## config.mk

```make
export PLATFORM = sky130hd
export DESIGN_NAME = hold_timer
export DESIGN_NICKNAME = d
export VERILOG_FILES = /design/src/rtl/hold_timer.sv
export SDC_FILE = /design/constraint.sdc
export NUM_CORES = 1
export LEC_CHECK = 0
export ABC_AREA = 1
export BUFFER_PORTS_ARGS = -buffer_cell sky130_fd_sc_hd__buf_4
export CORE_AREA = 4 4 41 43
export DETAILED_ROUTE_END_ITERATION = 10
export DIE_AREA = 0 0 45 47
export PLACE_DENSITY = 0.61
export SYNTH_ARGS = -nofsm -noshare
export SYNTH_HDL_FRONTEND = slang
export SYNTH_SLANG_ARGS = --single-unit
```

## constraint.sdc

```tcl
create_clock -name clock -period 1.8 [get_ports clock]
set_input_delay 0.36 -clock clock [delete_from_list [all_inputs] [get_ports clock]]
set_output_delay 0.36 -clock clock [all_outputs]
set_load 0.02 [all_outputs]
```

## src/rtl/hold_timer.sv

```systemverilog
// Loadable down-counter with a terminal-count flag, shared by the settle
// and hold phases of the sweep.
module hold_timer #(
    parameter int unsigned WIDTH = 8
) (
    input  logic             clock,
    input  logic             resetn,
    input  logic             load,
    input  logic [WIDTH-1:0] load_val,
    output logic             tc
);

    logic [WIDTH-1:0] count_q;

    // Loading N-1 makes tc high on the Nth cycle after the load edge.
    always_ff @(posedge clock or negedge resetn) begin
        if (!resetn) begin
            count_q <= '0;
        end else if (load) begin
            count_q <= load_val;
        end else if (count_q != '0) begin
            count_q <= count_q - 1'b1;
        end
    end

    assign tc = (count_q == '0);

endmodule

```

Word-level counts from Yosys, hierarchy flattened
Cells that the tools add are included.
{"block": "op_classes", "add_sub_neg": 1, "n_mux": 2, "reduce_logical": 3}
{"op": "8-bit 2-to-1 mux", "n": 2}
{"op": "8-bit zero test", "n": 1}
{"op": "8-bit nonzero test", "n": 1}
{"op": "8-bit by 1-bit subtractor with 8-bit output, second input constant", "n": 1}
{"op": "2-bit nonzero test", "n": 1}
{"block": "word_totals", "wordCells": 7, "ff_bits": 8}

Logic depth before layout (Yosys ltp)
{"block": "logic_depth", "word_depth": 3, "ltp_mapped": 7, "ltp_nobuf": 7}

Worst setup path after synthesis
OpenSTA, ideal clock, no wires.
{"block": "synth_timing", "path_kind": "flip-flop to output port", "startpoint": "reg count_q[0]", "endpoint": "out tc", "path_slack_ps": 437, "arrival_ps": 1003, "path_stages_with_launch": 5, "path_cell_list": "dfrtp_1 > inv_1 > ha_1 > nand2_2 > nor2_4"}
{"block": "synth_via", "elab_chain_len": 1}
{"element": "start, declared", "line_no": "13", "source": "logic [WIDTH-1:0] count_q;"}
{"element": "start signal, assigned", "line_no": "20", "source": "count_q <= load_val;"}
{"element": "start signal, assigned", "line_no": "22", "source": "count_q <= count_q - 1'b1;"}
{"element": "8-bit zero test", "line_no": "26", "source": "assign tc = (count_q == '0);"}
{"element": "end, declared", "line_no": "10", "source": "output logic tc"}
Every way passes these cells.

Worst setup path after layout
{"block": "layout_timing", "startpoint": "reg count_q[1]", "endpoint": "out tc"}
Same word-level chain as after synthesis.

==> out/metrics.cfg <==
[sta]
rsz0062_at_grt=no
slew_violations=0
tightest_slew_ps=181
holdWs_ps=297
skew_ps=5.84
clock.fmax_mhz=589
layout_setup_ws_ps=103
setup_tns_ps=0
min_period_over_period_pct=94.3
finalSetupViolCount=0
maxSlewHeadroom_pct=87.9
period_minus_slack_ps=1700
finalHoldViolations=0

[placed_design]
io_buffers=11
place_ws_ps=248
gp_congestion=0.755
dp_hpwl_um=820

[worst_hold_path]
min_delay_path_depth=3
min_from=load_val[2]
hold_path.class=input port to flop

[floorplan]
chipHeight_um=47
start_util_pct=39.4
pin_count=12
num_rows=13
dieWidth_um=45
core_mm2=0.00130
die-area_mm2=0.00212

[clock_tree]
clk_path_buf_depth=2
numCtsBuffers=3
cts_sinks=8
htree_levels=1
clock-root-buffer=clkbuf_4
cts.clk_slew.worst_paths_ps=60
cts_tree=done
clk_latency_ps=260

[routing]
drcViolationCount=0
first_iter_violations=4
antenna_left=0
via_per_inst=4.64
wl_um=1050
wl_per_cell_um=10.5
vias=464
firstDrtPassIters=4

[global_routing]
grt-ovfl-total=0
grt_max_degree=13
antenna_found_initial=0
grt_usage_pct=12.5
grt_pass1_wl_um=1860
grt_pass1_vias=445

[logic_synthesis]
syn_nets=83
yosys_register_bits=8
synth_top_family_by_area=simple AND/OR/NAND/NOR gates
syn_avg_cell_area_um2=7.23
synth_compound_area_share_pct=9.51
ys_seq_area_share_pct=39.0
synth_area_um2=513
synth_commonest_cells=nand2_1, dfrtp_1, nor2_1
ys_types=19
async_flop_share_pct=100
synth_most_common_cell=nand2_1
synth_top_area_cell=dfrtp_1
synthMuxAreaShare_pct=0
synth_top_flop_cell=dfrtp_1
syn_inst=71
synth_edf_count=0
synth.top_cell.area_share_pct=39.0
synth_fa_ha_area_share_pct=2.44
synthTopCellsByArea=dfrtp_1, nand2_1, nor2_1
synth-simple-area-share_pct=39.5
synth_xor_area_share_pct=3.41
ys_warn_count=0

[run_status]
outcome=finished, final reports clean

[power]
power_switching_share_pct=32.8
leakagePower_nw=0.339
pwr-share-seq_pct=44.2
p_per_area_mw_per_mm2=790
ir_worst_vdd_mv=0.492
clock_power_share_pct=27.1
p_int_uw=348
finalPower_uw=517
power.switching_uw=169
comb_power_share_pct=28.7

[worst_setup_path]
crit_required_ps=1440
cp_slowest_cell=dfrtp_1
worst-r2r-cell-count=7
arrival_ps=1340
ff2ff_setup_slack_ps=540
path_cells=inv_1 -> ha_4 -> nand2_2 -> nor2_4 -> buf_4
cp_num_buf_inv=2
cp_top_family=flip-flops
cp.depth=5
crit_path_start=count_q[1]
critPathMaxFanout=5
start_kind=flop
endpoint_kind=output port
regToRegStartpoint=count_q[1]
critPathMaxStageDelay_ps=370
path_class=flop to output port

[final_layout]
drive_above_1_share_pct=30.6
diodes=0
area_growth_pct=27.6
largest_reg_flops=8
top_regs=count_q: 8 flops
regMostFlops=count_q
fin_util_pct=50.3
nets=99

[run]
drv_cap=0

==> kinds of logic after synthesis <==
kind of cell,count (synthesis)
compound gates,7
simple gates,45
buf+inv,8
flops,8
xor+xnor,2
fa+ha+maj,1
==> per-layer routing <==
layer  wire (um)  track usage [%]  vias to the layer above
li1            -                -                      248
met5           0                0                        -
met1         479             13.4                      200
met2         474             22.0                       14
met4           8             3.51                        0
met3          89             5.75                        2
==> power by group through the flow <==
stage | Clock (mW) | Combinational [mW] | Sequential (mW)
2_1_floorplan | 0 | 0.103 | 0.226
3_3_place_gp | 0 | 0.138 | 0.232
3_5_place_dp | 0 | 0.140 | 0.231
4_1_cts | 0.148 | 0.143 | 0.229
5_1_grt | 0.161 | 0.174 | 0.232
6_report | 0.140 | 0.148 | 0.229
==> tightest hold or removal path, delay by kind of cell <==
family / cells / cell delay, ps
and+or+nand+nor: 2 / 90
buffers and inverters: 1 / 80
==> final cells by class <==
type	instances	area, um2
Clock buffer	3	22.5
Fill cell	141	647
Inverter	7	26.3
Multi-Input combinational cell	55	294
Sequential cell	8	200
Tap cell	15	18.8
Timing Repair Buffer	12	92.6
==> path summary, 6_finish.rpt <==
path,end
max,tc
min,count_q[2]
max reg2reg,count_q[1]
min reg2reg,count_q[0]
max in group asynchronous,count_q[0]
min in group asynchronous,count_q[2]
==> repair_timing <==
item	4_1_cts	5_1_grt
hold endpoints to repair	8	0
buffers inserted	0	0
endpoints found under the setup margin	1	1
gates resized for setup	1	2
gates cloned	0	0
hold buffers	1	0
==> cell usage in the layout, fill, tap and decap left out <==
master	Yosys	routed
nand4_1	1	1
nand2_1	26	26
ha_4	0	1
nand2_2	1	1
o21ai_2	3	3
buf_4	0	11
inv_2	1	2
nand2_4	1	1
nor2_4	1	1
clkbuf_4	0	3
xor2_1	1	1
o21ai_0	2	2
nor2_1	7	7
xnor2_1	1	1
dfrtp_1	8	8
dlygate4sd3_1	0	1
o21ai_1	1	1
a21boi_1	1	1
nor2_2	3	3
nand3_1	5	5
inv_1	6	5
==> stage by stage <==
stage,std cells,cell area [um2]
after floorplan,71,513
after global placement,96,609
after CTS,100,644
after global routing,100,654
final,100,654
after detailed placement,96,609
Power figures use the tool's default switching activity.
